**src/rtl/bus_demux_pkg.sv**
```systemverilog
// Shared encodings and defaults for the initiator-to-memory/MMIO request demux.
package bus_demux_pkg;

  typedef enum logic [1:0] {
    BUS_IDLE = 2'd0,
    BUS_REQ  = 2'd1,
    BUS_WAIT = 2'd2
  } bus_state_t;

  localparam logic [31:0] MMIO_BASE_DEF = 32'hFFFF_0000;
  localparam logic [31:0] ERR_DATA_DEF  = 32'hDEAD_BEEF;

  localparam logic PORT_MEM = 1'b0;
  localparam logic PORT_IO  = 1'b1;

  localparam int unsigned BE_W = 4;

endpackage

```
**src/rtl/bus_timeout_ctr.sv**
```systemverilog
// Watchdog counter for the response wait; saturates at TIMEOUT-1 and flags expiry.
module bus_timeout_ctr #(
  parameter int unsigned TIMEOUT = 256
) (
  input  logic clk,
  input  logic rst_n,
  input  logic clr,
  input  logic en,
  output logic expired
);

  localparam int unsigned CW = (TIMEOUT == 0) ? 1 : $clog2(TIMEOUT + 1);
  localparam logic [CW-1:0] LAST = (TIMEOUT == 0) ? '0 : CW'(TIMEOUT - 1);

  logic [CW-1:0] cnt;

  always_ff @(posedge clk or negedge rst_n) begin
    if (!rst_n) begin
      cnt <= '0;
    end else if (clr) begin
      cnt <= '0;
    end else if (en && (cnt != LAST)) begin
      cnt <= cnt + CW'(1);
    end
  end

  assign expired = (TIMEOUT != 0) && (cnt == LAST);

endmodule

```
**src/rtl/bus_demux.sv**
```systemverilog
// 1:2 load/store demux: port 0 = data memory, port 1 = MMIO, one transaction in flight,
// with a watchdog that completes a stuck transaction as an error.
module bus_demux
  import bus_demux_pkg::*;
#(
  parameter int unsigned     DW        = 32,
  parameter int unsigned     AW        = 32,
  parameter logic [AW-1:0]   MMIO_BASE = AW'(MMIO_BASE_DEF),
  parameter int unsigned     TIMEOUT   = 256,
  parameter logic [DW-1:0]   ERR_DATA  = DW'(ERR_DATA_DEF)
) (
  input  logic            clk,
  input  logic            rst_n,
  input  logic            req_valid,
  output logic            req_ready,
  input  logic [AW-1:0]   req_addr,
  input  logic            req_we,
  input  logic [BE_W-1:0] req_be,
  input  logic [DW-1:0]   req_wdata,
  output logic            rsp_valid,
  output logic [DW-1:0]   rsp_rdata,
  output logic            rsp_err,
  output logic            t0_req_valid,
  input  logic            t0_req_ready,
  output logic [AW-1:0]   t0_addr,
  output logic            t0_we,
  output logic [BE_W-1:0] t0_be,
  output logic [DW-1:0]   t0_wdata,
  input  logic            t0_rsp_valid,
  input  logic [DW-1:0]   t0_rsp_rdata,
  output logic            t1_req_valid,
  input  logic            t1_req_ready,
  output logic [AW-1:0]   t1_addr,
  output logic            t1_we,
  output logic [BE_W-1:0] t1_be,
  output logic [DW-1:0]   t1_wdata,
  input  logic            t1_rsp_valid,
  input  logic [DW-1:0]   t1_rsp_rdata,
  output logic            err_spurious
);

  bus_state_t      state;
  logic            sel;
  logic [AW-1:0]   addr_q;
  logic            we_q;
  logic [BE_W-1:0] be_q;
  logic [DW-1:0]   wdata_q;

  logic            is_io_c;
  logic            sel_req_ready;
  logic            sel_rsp_valid;
  logic [DW-1:0]   sel_rsp_rdata;
  logic            spurious_c;
  logic            cnt_clr;
  logic            cnt_en;
  logic            expired;

  assign is_io_c       = (req_addr >= MMIO_BASE);
  assign sel_req_ready = (sel == PORT_IO) ? t1_req_ready : t0_req_ready;
  assign sel_rsp_valid = (sel == PORT_IO) ? t1_rsp_valid : t0_rsp_valid;
  assign sel_rsp_rdata = (sel == PORT_IO) ? t1_rsp_rdata : t0_rsp_rdata;

  // A response is legal only from the selected port while waiting for it.
  assign spurious_c = (t0_rsp_valid && !((state == BUS_WAIT) && (sel == PORT_MEM))) ||
                      (t1_rsp_valid && !((state == BUS_WAIT) && (sel == PORT_IO)));

  assign cnt_clr = (state == BUS_REQ) && sel_req_ready;
  assign cnt_en  = (state == BUS_WAIT) && !sel_rsp_valid;

  bus_timeout_ctr #(.TIMEOUT(TIMEOUT)) u_timeout (
    .clk     (clk),
    .rst_n   (rst_n),
    .clr     (cnt_clr),
    .en      (cnt_en),
    .expired (expired)
  );

  // Both target ports see the latched request; only the selected one gets valid.
  assign t0_addr  = addr_q;
  assign t0_we    = we_q;
  assign t0_be    = be_q;
  assign t0_wdata = wdata_q;
  assign t1_addr  = addr_q;
  assign t1_we    = we_q;
  assign t1_be    = be_q;
  assign t1_wdata = wdata_q;

  always_ff @(posedge clk or negedge rst_n) begin
    if (!rst_n) begin
      state        <= BUS_IDLE;
      sel          <= PORT_MEM;
      addr_q       <= '0;
      we_q         <= 1'b0;
      be_q         <= '0;
      wdata_q      <= '0;
      req_ready    <= 1'b1;
      rsp_valid    <= 1'b0;
      rsp_rdata    <= '0;
      rsp_err      <= 1'b0;
      t0_req_valid <= 1'b0;
      t1_req_valid <= 1'b0;
      err_spurious <= 1'b0;
    end else begin
      rsp_valid <= 1'b0;
      if (spurious_c) begin
        err_spurious <= 1'b1;
      end
      case (state)
        BUS_IDLE: begin
          if (req_valid) begin
            addr_q       <= req_addr;
            we_q         <= req_we;
            be_q         <= req_be;
            wdata_q      <= req_wdata;
            sel          <= is_io_c;
            t0_req_valid <= !is_io_c;
            t1_req_valid <= is_io_c;
            req_ready    <= 1'b0;
            state        <= BUS_REQ;
          end
        end
        BUS_REQ: begin
          if (sel_req_ready) begin
            t0_req_valid <= 1'b0;
            t1_req_valid <= 1'b0;
            state        <= BUS_WAIT;
          end
        end
        BUS_WAIT: begin
          // Real response takes priority over a coincident watchdog expiry.
          if (sel_rsp_valid) begin
            rsp_valid <= 1'b1;
            rsp_rdata <= we_q ? '0 : sel_rsp_rdata;
            rsp_err   <= 1'b0;
            req_ready <= 1'b1;
            state     <= BUS_IDLE;
          end else if (expired) begin
            rsp_valid <= 1'b1;
            rsp_rdata <= ERR_DATA;
            rsp_err   <= 1'b1;
            req_ready <= 1'b1;
            state     <= BUS_IDLE;
          end
        end
        default: begin
          t0_req_valid <= 1'b0;
          t1_req_valid <= 1'b0;
          req_ready    <= 1'b1;
          state        <= BUS_IDLE;
        end
      endcase
    end
  end

endmodule

```
**config.mk**
```make
export PLATFORM = sky130hd
export DESIGN_NAME = bus_demux
export DESIGN_NICKNAME = d
export VERILOG_FILES = /design/src/rtl/bus_demux_pkg.sv /design/src/rtl/bus_timeout_ctr.sv /design/src/rtl/bus_demux.sv
export SDC_FILE = /design/constraint.sdc
export NUM_CORES = 1
export LEC_CHECK = 0
export BUFFER_PORTS_ARGS = -buffer_cell sky130_fd_sc_hd__buf_2
export CAP_MARGIN = 20
export CORE_AREA = 2 2 124 126
export CTS_CLUSTER_SIZE = 8
export DETAILED_ROUTE_END_ITERATION = 8
export DIE_AREA = 0 0 126 128
export PLACE_DENSITY = 0.73
export SLEW_MARGIN = 20
export SYNTH_ARGS = -nofsm -noshare
export SYNTH_HDL_FRONTEND = slang
export SYNTH_HIERARCHICAL = 1
export SYNTH_SLANG_ARGS = --single-unit
```
**constraint.sdc**
```tcl
create_clock -name clk -period 2.6 [get_ports clk]
set_clock_uncertainty 0.1 [all_clocks]
set_input_delay 0.52 -clock clk [delete_from_list [all_inputs] [get_ports clk]]
set_output_delay 0.52 -clock clk [all_outputs]
set_load 0.01 [all_outputs]
```
==> run metrics, run 1 <==
Post-synth ARST share 1.00; Die Area 16100 um^2; DRC violation total after the first TritonRoute iteration 109; Clk Tree Root Cell sky130_fd_sc_hd__clkbuf_16; number of port buffers 315; mean area per synthesized cell 13.1 um^2; final-report hold violation count 0; die boundary height 128 um; Resized Gates After CTS 0; netlist area before placement 5940 um^2; Max Buffers Root-to-Sink 2; PnR worst setup slack 429 ps; number of nets still failing antenna checks after routing 0; first-pass GRT wire length 21300 um; maximum operating frequency 461 MHz; Starting Density 0.400; Syn Nets 594; number of vias in the routed layout 4251; number of warnings printed during yosys synthesis 6; hpwl dp 10100 um; GRT Residual Overflow 0; Sum Neg Setup Slack 0 ps; vias in the first global route 4221; worst relative slew slack 0.579; peak ir drop on the vdd network 0.547 mV; count of buffers added by post-CTS timing repair for setup 0; list of most frequent post-synthesis cells sky130_fd_sc_hd__dfrtp_1 (118), sky130_fd_sc_hd__buf_4 (70), sky130_fd_sc_hd__mux2_4 (67); Post-Place Worst Slack 402 ps; # setup viols final 0; GPL Wtd Cong 0.818; clock net sink count 119; peak fanout along the critical path 8; pin count of the biggest net entering global routing 55; power density relative to cell area 1170 nW/um^2; Overall Global Routing Usage 0.165; final routed wire length divided by cell count 14.9 um; endpoint class of the critical path register; arrival time of data at the critical path endpoint 2380 ps; path type of the worst min-delay path input port to register; proportion of netlist area held by the largest area contributor 0.497; detail-routed via count per cell 4.71; final standard cell area without fillers 7730 um^2; net count of the finished layout 846; number of ports placed on the die boundary 316; clock input transition at the sequential cells of the worst setup and hold paths 60 ps; Seq cells post-synth 119; antenna violations before repair 0; leakage power summed over all cells 0.00400 uW; cells after synthesis 452; time the worst path needs with I/O delays and setup 2170 ps; width of the die 126 um; RSZ-0062 raised after global routing no; Placement Rows 45; Crit path required time 2810 ps; kind of critical path register to register; total wire length 13400 um; max-slew violation count 0; Period Utilization, post-route 0.835; post-detailed-route DRC marker count 0; Setup crit start kind register; fraction of final layout cells with drive strength greater than 1 0.604; status complete, no violations; clock insertion delay at the later pin of the skew report 390 ps; cell area after placement 7180 um^2; number of synthesized flops with an enable pin 0; top flip-flop cell by instance count after synthesis sky130_fd_sc_hd__dfrtp_1; slew at the pin with the worst max-slew slack 614 ps; area leader, netlist sky130_fd_sc_hd__dfrtp_1; htree depth 4; Std-Cell Core Area 14900 um^2; Max Cap Violations 0; Area Overhead vs Synth 30.1%; Hold Slack 250 ps; sequential cell area fraction in the yosys report 0.502; clock tree from TritonCTS done; main area contributors after synthesis sky130_fd_sc_hd__dfrtp_1 (50%), sky130_fd_sc_hd__mux2_4 (17%), sky130_fd_sc_hd__buf_4 (8.8%), sky130_fd_sc_hd__mux2i_1 (6.1%), sky130_fd_sc_hd__o22a_1 (3.5%); clock buffer count from CTS 17; synth unique cells 42; core occupancy in the finished layout 0.520; cell with the most instances after synthesis sky130_fd_sc_hd__dfrtp_1; number of detailed-route iterations in the first pass 4
-- kinds of logic (layout without fill, tap and decap cells) --
family / Yosys count / count (layout) / synth area share
AO/OA/AOI/OAI: 52 / 52 / 0.0676
XOR/XNOR: 2 / 2 / 0.00295
adder cells (fa/ha/maj): 2 / 2 / 0.00421
buffers and inverters: 96 / 358 / 0.120
flip-flops: 119 / 119 / 0.502
multiplexers: 107 / 107 / 0.238
other: 0 / 1 / 0
AND/OR/NAND/NOR: 74 / 74 / 0.0657
-- sequential cells by signal, summed over array words and instances, names as in the netlist, 2 cells and up --
name / cells
t0_addr: 32
t0_wdata: 32
state: 2
u_timeout/cnt: 9
rsp_rdata: 32
t0_be: 4
-- final timing paths --
check | start | endpoint | cells past startpoint | slack, ps
worst max-delay path | u_timeout/cnt[0]$_DFFE_PN0P_ | u_timeout/cnt[5]$_DFFE_PN0P_ | 7 | 430
worst min-delay path | req_wdata[15] | t0_wdata[15]$_DFFE_PN0P_ | 2 | 250
worst max register to register | u_timeout/cnt[0]$_DFFE_PN0P_ | u_timeout/cnt[5]$_DFFE_PN0P_ | 7 | 430
worst min register to register | err_spurious$_DFFE_PN0P_ | err_spurious$_DFFE_PN0P_ | 1 | 360
max in group asynchronous | rst_n | t0_addr[20]$_DFFE_PN0P_ | 3 | 1220
min in group asynchronous | rst_n | t0_wdata[25]$_DFFE_PN0P_ | 2 | 530
-- timing repair --
| action | in CTS | in global routing |
|---|---|---|
| hold endpoints to repair | 1 | 0 |
| setup endpoints to repair | 0 | 0 |
| hold buffers | 1 | 0 |
-- layout make-up --
type / count / area, um^2
Clock inverter: 10 / 82.6
Tap cell: 188 / 235
Inverter: 4 / 17.5
Fill cell: 1354 / 7140
Multi-Input combinational cell: 237 / 2250
Timing Repair Buffer: 325 / 1710
Sequential cell: 119 / 2980
Clock buffer: 19 / 453
Antenna cell: 1 / 2.50
-- layer usage --
layer | track usage | part of all wire
met1 | 0.206 | 0.42
met2 | 0.286 | 0.51
met3 | 0.0409 | 0.063
met4 | 0.0433 | 0.0068
met5 | 0 | 0
-- placed cells by master, fill, tap and decap left out, types with 2 or more instances in the layout --
cell,netlist,final
sky130_fd_sc_hd__nand3b_1,2,2
sky130_fd_sc_hd__mux2_2,4,4
sky130_fd_sc_hd__o31ai_1,2,2
sky130_fd_sc_hd__a21oi_1,7,7
sky130_fd_sc_hd__ha_1,2,2
sky130_fd_sc_hd__or4_1,3,3
sky130_fd_sc_hd__a21o_1,8,8
sky130_fd_sc_hd__mux2_4,67,67
sky130_fd_sc_hd__buf_2,5,314
sky130_fd_sc_hd__clkinvlp_4,0,3
sky130_fd_sc_hd__mux2i_1,36,36
sky130_fd_sc_hd__or3_1,2,2
sky130_fd_sc_hd__clkinv_2,0,6
sky130_fd_sc_hd__nor2_1,34,34
sky130_fd_sc_hd__nand2_1,3,3
sky130_fd_sc_hd__nand4_1,4,4
sky130_fd_sc_hd__inv_1,3,3
sky130_fd_sc_hd__o21ai_0,5,5
sky130_fd_sc_hd__nand2b_1,4,4
sky130_fd_sc_hd__clkbuf_16,0,17
sky130_fd_sc_hd__o22a_1,24,24
sky130_fd_sc_hd__clkbuf_8,0,2
sky130_fd_sc_hd__buf_12,0,4
sky130_fd_sc_hd__dfrtp_1,118,117
sky130_fd_sc_hd__nor2b_1,3,3
sky130_fd_sc_hd__nor4_1,9,9
sky130_fd_sc_hd__nand3_1,3,3
sky130_fd_sc_hd__nand4b_1,2,2
sky130_fd_sc_hd__buf_4,70,6
-- report_power, final --
part	switching (uW)	internal, uW	total [uW]
Combinational	1710	1970	3680
Sequential	599	2670	3270
Clock	783	1340	2120
Total	3090	5980	9070
-- critical path, cell delays in order (launching register included) --
cell	delay [ps]
sky130_fd_sc_hd__dfrtp_1	400
sky130_fd_sc_hd__ha_1	240
sky130_fd_sc_hd__nand3_1	90
sky130_fd_sc_hd__nor2_1	50
sky130_fd_sc_hd__ha_1	280
sky130_fd_sc_hd__nand4b_1	310
sky130_fd_sc_hd__or4_1	460
sky130_fd_sc_hd__a21oi_1	170
-- metrics by stage --
step           total power (uW)  instances
2_1_floorplan              6030        452
3_3_place_gp               6930        872
3_5_place_dp               7020        872
4_1_cts                    9200        902
5_1_grt                    9610        902
6_report                   9070        903
No activity file was read; power rests on OpenSTA's default activity.
==> run 2: changes to the inputs <==
Settings changed: CORE_AREA 2 2 124 126 to unset, CORE_MARGIN set to 1, CORE_UTILIZATION set to 41, DIE_AREA 0 0 126 128 to unset, PLACE_DENSITY 0.73 to 0.77.
Clock period 2.6 ns to 1.8 ns, I/O delays scaled along.
==> run 2 against run 1 <==
First-iteration DRC count up 41%. Critical path depth unchanged. Sequential power up 46%. Count of clock-buffer cells in the layout up 4. Design area up 4.2%. Cell count up 1.9%. Global-route usage up 3.8 points. Worst setup slack worse by 530 ps. The run now ends with negative setup slack left. Combinational power up 53%. Critical path type unchanged. Core utilization up 5.6 points. Sequential cell count unchanged.
==> run metrics, run 2 (same netlist as run 1, synthesis figures left out) <==
core occupancy in the finished layout 0.576; antenna violations before repair 0; GRT Residual Overflow 0; max-slew violation count 0; combinational fraction of design power 0.410; Hold Slack 83.5 ps; htree depth 4; peak fanout along the critical path 4; Starting Density 0.425; peak ir drop on the vdd network 1.05 mV; PnR worst setup slack -105 ps; final routed wire length divided by cell count 16.5 um; Setup crit start kind register; # setup viols final 5; Diodes inserted 0; Area Overhead vs Synth 35.6%; clock input transition at the sequential cells of the worst setup and hold paths 50 ps; Pint 9020 uW; number of port buffers 315; final-report hold violation count 0; Switch Pwr 4700 uW; number of nets still failing antenna checks after routing 0; Max Buffers Root-to-Sink 2; Overall Global Routing Usage 0.202; top library cells by usage in the layout, fill and taps aside sky130_fd_sc_hd__buf_2 (314), sky130_fd_sc_hd__dfrtp_1 (117), sky130_fd_sc_hd__mux2_4 (67), sky130_fd_sc_hd__mux2i_1 (36), sky130_fd_sc_hd__nor2_1 (33); number of vias in the routed layout 4423; leakage power summed over all cells 0.00417 uW; Placement Rows 43; clock net sink count 119; Clk Tree Root Cell sky130_fd_sc_hd__clkbuf_16; number of ports placed on the die boundary 316; net count of the finished layout 870; Max Cap Violations 0; most common cell after layout, fill and taps aside sky130_fd_sc_hd__buf_2; first-pass GRT wire length 22500 um; kind of critical path register to register; maximum operating frequency 525 MHz; total wire length 15200 um; Register-to-Register Setup Slack -110 ps; detail-routed via count per cell 4.81; power density relative to cell area 1700 nW/um^2; path type of the worst min-delay path input port to register; clock insertion delay at the later pin of the skew report 400 ps; fraction of final layout cells with drive strength greater than 1 0.630; hpwl dp 11400 um; die boundary height 122 um; DRC violation total after the first TritonRoute iteration 154; clock buffer count from CTS 17; relative contribution of sequential cells to total power 0.349; slew at the pin with the worst max-slew slack 739 ps; time the worst path needs with I/O delays and setup 1910 ps; vias in the first global route 4347; Std-Cell Core Area 14000 um^2; GPL Wtd Cong 0.754; Crit path required time 2020 ps; pin count of the biggest net entering global routing 40; RSZ-0062 raised after global routing yes; clock tree from TritonCTS done; Die Area 15000 um^2; number of detailed-route iterations in the first pass 4; endpoint class of the critical path register; number of fill cells in the layout 1188; worst relative slew slack 0.505; status complete, but fails checks; fraction of power consumed by the clock network 0.242; width of the die 122 um; violations in the final reports negative setup slack; sw frac 0.343; arrival time of data at the critical path endpoint 2120 ps; Period Utilization, post-route 1.06; post-detailed-route DRC marker count 0
==> run 2: worst max-delay path: stages, from the launching register on <==
cell                       delay (ps)
sky130_fd_sc_hd__dfrtp_1          380
sky130_fd_sc_hd__ha_2             200
sky130_fd_sc_hd__nand3_2           50
sky130_fd_sc_hd__nor2_1            40
sky130_fd_sc_hd__ha_2             170
sky130_fd_sc_hd__nand4b_1         250
sky130_fd_sc_hd__or4_4            470
sky130_fd_sc_hd__a21oi_2          150
==> run 2: timing repair <==
item / in CTS / in global routing
hold buffers: 1 / 0
hold endpoints to repair: 25 / 0
setup endpoints to repair: 6 / 32
gates resized for setup: 4 / 10
gates cloned: 0 / 2
pin swaps: 5 / 5
buffers inserted: 2 / 1
==> run 2: per-layer routing <==
metal,vias to the layer above,track usage,share of wire
met5,-,0,0
met4,0,0.0732,0.012
met3,13,0.0572,0.063
met2,188,0.351,0.52
met1,2135,0.237,0.40
li1,2087,-,-
==> run 2: path summary, 6_finish.rpt <==
check | startpoint | to | cells past startpoint
setup / recovery | u_timeout/cnt[0]$_DFFE_PN0P_ | u_timeout/cnt[7]$_DFFE_PN0P_ | 7
hold / removal | req_wdata[23] | t0_wdata[23]$_DFFE_PN0P_ | 2
setup reg to reg | u_timeout/cnt[0]$_DFFE_PN0P_ | u_timeout/cnt[7]$_DFFE_PN0P_ | 7
hold reg to reg | rsp_rdata[20]$_DFFE_PN0P_ | rsp_rdata[20]$_DFFE_PN0P_ | 1
max in group asynchronous | rst_n | u_timeout/cnt[7]$_DFFE_PN0P_ | 3
min in group asynchronous | rst_n | t0_addr[8]$_DFFE_PN0P_ | 2
==> run 2: power groups by stage <==
stage                     registers [uW]  clock network [uW]  logic [uW]
after global placement              4780                   0        5520
after floorplan                     5170                   0        3540
after detailed placement            4800                   0        5640
after CTS                           4790                3400        5670
after global routing                4940                3520        6030
final                               4780                3320        5620
==> run 2: layout make-up <==
| type | instances | area (um^2) | share of cell area |
|---|---|---|---|
| timing repair inverter | 2 | 15.0 | 0.00186 |
| tap | 180 | 225 | 0.0280 |
| inverter | 4 | 22.5 | 0.00280 |
| sequential | 119 | 2980 | 0.370 |
| clock buffer | 23 | 498 | 0.0618 |
| multi-input combinational | 237 | 2300 | 0.285 |
| timing repair buffer | 347 | 1920 | 0.238 |
| clock inverter | 8 | 95.1 | 0.0118 |
==> run 2: stage by stage <==
stage / total power (uW) / instances / cell area, um^2 / setup slack (ps) / TNS, ps
after global routing: 14500 / 920 / 8050 / -178 / -1090
after floorplan: 8710 / 452 / 5950 / -88.6 / -190
final: 13700 / 920 / 8050 / -105 / -417
after global placement: 10300 / 884 / 7350 / -49.4 / -94.0
after detailed placement: 10400 / 884 / 7350 / -113 / -170
after CTS: 13900 / 918 / 7990 / -158 / -623
==> run 3: changes to the inputs <==
Settings changed: ABC_CLOCK_PERIOD_IN_PS set to 1800, CELL_PAD_IN_SITES_DETAIL_PLACEMENT set to 1, CELL_PAD_IN_SITES_GLOBAL_PLACEMENT set to 1, CORE_ASPECT_RATIO set to 1.5, CORE_UTILIZATION 41 to 31, PLACE_DENSITY 0.77 to unset, PLACE_DENSITY_LB_ADDON set to 0.1, SLEW_MARGIN 20 to 5.
==> run 3 against run 2 <==
The run still ends with negative setup slack left. Wire length grew 12%. Sequential power shrank 1%. Sequential cell count is the same. Worst hold slack lost 2.8 ps. Critical path depth is the same. Critical endpoint unchanged.
==> run metrics, run 3 (same netlist as run 1, synthesis figures left out) <==
max-slew violation count 0; launch point of the worst hold path req_wdata[21]; Register-to-Register Setup Slack -160 ps; kind of critical path register to register; maximum operating frequency 511 MHz; leakage power summed over all cells 0.00422 uW; cell family with the largest share of critical-path delay simple AND/OR/NAND/NOR gates; clock net sink count 119; power density relative to cell area 1680 nW/um^2; Starting Density 0.319; terminating pin of the worst hold path t0_wdata[21]$_DFFE_PN0P_; number of detailed-route iterations in the first pass 4; cells along the critical path ha_4 > nand3_2 > nor2_2 > ha_4 > nand4b_1 > or4_1 > a21oi_2; final routed wire length divided by cell count 16.9 um; number of ports placed on the die boundary 316; path type of the worst min-delay path input port to register; highest cell delay on the worst timing path 530 ps; Std-Cell Core Area 18600 um^2; clock buffer count from CTS 17; clock insertion delay at the later pin of the skew report 400 ps; peak ir drop on the vdd network 0.777 mV; number of vias in the routed layout 4570; worst relative slew slack 0.541; Die Area 19700 um^2; Clk Tree Root Cell sky130_fd_sc_hd__clkbuf_16; GPL Wtd Cong 0.752; clock tree from TritonCTS done; Period Utilization, post-route 1.09; vias in the first global route 4751; RSZ-0062 raised after global routing yes; Routed met2 length 9050 um; logic depth of the worst register-to-register path 7; Max Buffers Root-to-Sink 2; Cells after DPL 958; arrival time of data at the critical path endpoint 2190 ps; number of nets still failing antenna checks after routing 0; number of cells on the worst hold path 2; time the worst path needs with I/O delays and setup 1960 ps; met3 wire length 1240 um; die boundary height 172 um; Placement Rows 61; first-pass GRT wire length 25600 um; Total Power Consumption 13900 uW; peak fanout along the critical path 4; final-report hold violation count 0; number of port buffers 315; Area Overhead vs Synth 39.1%; Setup crit start kind register; # setup viols final 24; slowest stage cell, crit path sky130_fd_sc_hd__or4_1; post-detailed-route DRC marker count 0; most common cell after layout, fill and taps aside sky130_fd_sc_hd__buf_2; DRT met1 WL 6400 um; library cell appearing most often on the critical path sky130_fd_sc_hd__ha_4; net count of the finished layout 879; slew at the pin with the worst max-slew slack 669 ps; PnR worst setup slack -156 ps; total wire length 16900 um; endpoint class of the critical path register; Crit path required time 2030 ps; antenna violations before repair 0; topmost layer with routed signal wires met4; status complete, but fails checks; Buf/Inv on CP 0; clock input transition at the sequential cells of the worst setup and hold paths 60 ps; htree depth 4; Sum Neg Setup Slack -1950 ps; Max Cap Violations 0; GRT Residual Overflow 0; Overall Global Routing Usage 0.173; fraction of final layout cells with drive strength greater than 1 0.636; launch point of the worst reg-to-reg path u_timeout/cnt[1]$_DFFE_PN0P_; Diodes inserted 0; width of the die 115 um; R2R Path End u_timeout/cnt[7]$_DFFE_PN0P_; detail-routed via count per cell 4.56; violations in the final reports negative setup slack; count of placed standard cells in the final layout, fillers left out 1002; hpwl dp 12800 um; top library cells by usage in the layout, fill and taps aside sky130_fd_sc_hd__buf_2 (314), sky130_fd_sc_hd__dfrtp_1 (117), sky130_fd_sc_hd__mux2_4 (67), sky130_fd_sc_hd__mux2i_1 (36), sky130_fd_sc_hd__nor2_1 (31); DRC violation total after the first TritonRoute iteration 88; Post-Place Worst Slack -100 ps; number of fill cells in the layout 2116; pin count of the biggest net entering global routing 39
-- run 3: cell count changes in the layout (fill, tap and decap cells not counted), sizes merged --
cell / delta
bufinv: +1
clkbuf: -2
clkinv: -1
inv: +1
clkinvlp: +2
buf: +9
-- run 3: layer usage --
metal	track usage	vias up
met1	0.191	2243
met5	0	-
li1	-	2094
met4	0.0649	0
met3	0.0416	12
met2	0.317	221
-- run 3: timing repair --
item | CTS | global route
hold buffers | 1 | 0
gates cloned | 1 | 1
gates resized for setup | 12 | 13
endpoints found under the setup margin | 40 | 42
hold endpoints to repair | 14 | 0
pin swaps | 4 | 9
setup buffers | 4 | 7
-- run 3: layout make-up --
cell class                 instances  area [um^2]  area share
clock buffer                      21          460      0.0557
clock inverter                    11          148      0.0179
inverter                           4         22.5     0.00273
multi-input combinational        237         2320       0.281
sequential                       119         2980       0.361
tap                              252          315      0.0382
timing repair buffer             356         2000       0.241
timing repair inverter             2         17.5     0.00212
-- run 3: how the worst max path moves through the flow --
stage | from | endpoint | slack (ps) | cells past startpoint
floorplan | u_timeout/cnt[0]$_DFFE_PN0P_ | u_timeout/cnt[5]$_DFFE_PN0P_ | -90 | 7
global placement | u_timeout/cnt[0]$_DFFE_PN0P_ | u_timeout/cnt[5]$_DFFE_PN0P_ | -30 | 7
detailed placement | u_timeout/cnt[1]$_DFFE_PN0P_ | u_timeout/cnt[5]$_DFFE_PN0P_ | -100 | 7
CTS | u_timeout/cnt[0]$_DFFE_PN0P_ | u_timeout/cnt[5]$_DFFE_PN0P_ | -100 | 7
global route | u_timeout/cnt[1]$_DFFE_PN0P_ | u_timeout/cnt[7]$_DFFE_PN0P_ | -240 | 7
finish | u_timeout/cnt[1]$_DFFE_PN0P_ | u_timeout/cnt[7]$_DFFE_PN0P_ | -160 | 7
-- run 3: through the flow --
stage / hold WS (ps) / utilization / instance area, um^2
floorplan: -35.6 / - / 5950
global placement: 174 / 0.401 / 7460
detailed placement: 177 / 0.401 / 7460
CTS: 60.6 / 0.437 / 8150
global route: 64.8 / 0.444 / 8260
finish: 80.8 / 0.444 / 8260
-- run 3: report_power, final --
part	switching, uW	internal (uW)	leakage (uW)
sequential	878	3860	0.00142
clock	1230	2250	0.000286
combinational	2660	3010	0.00251
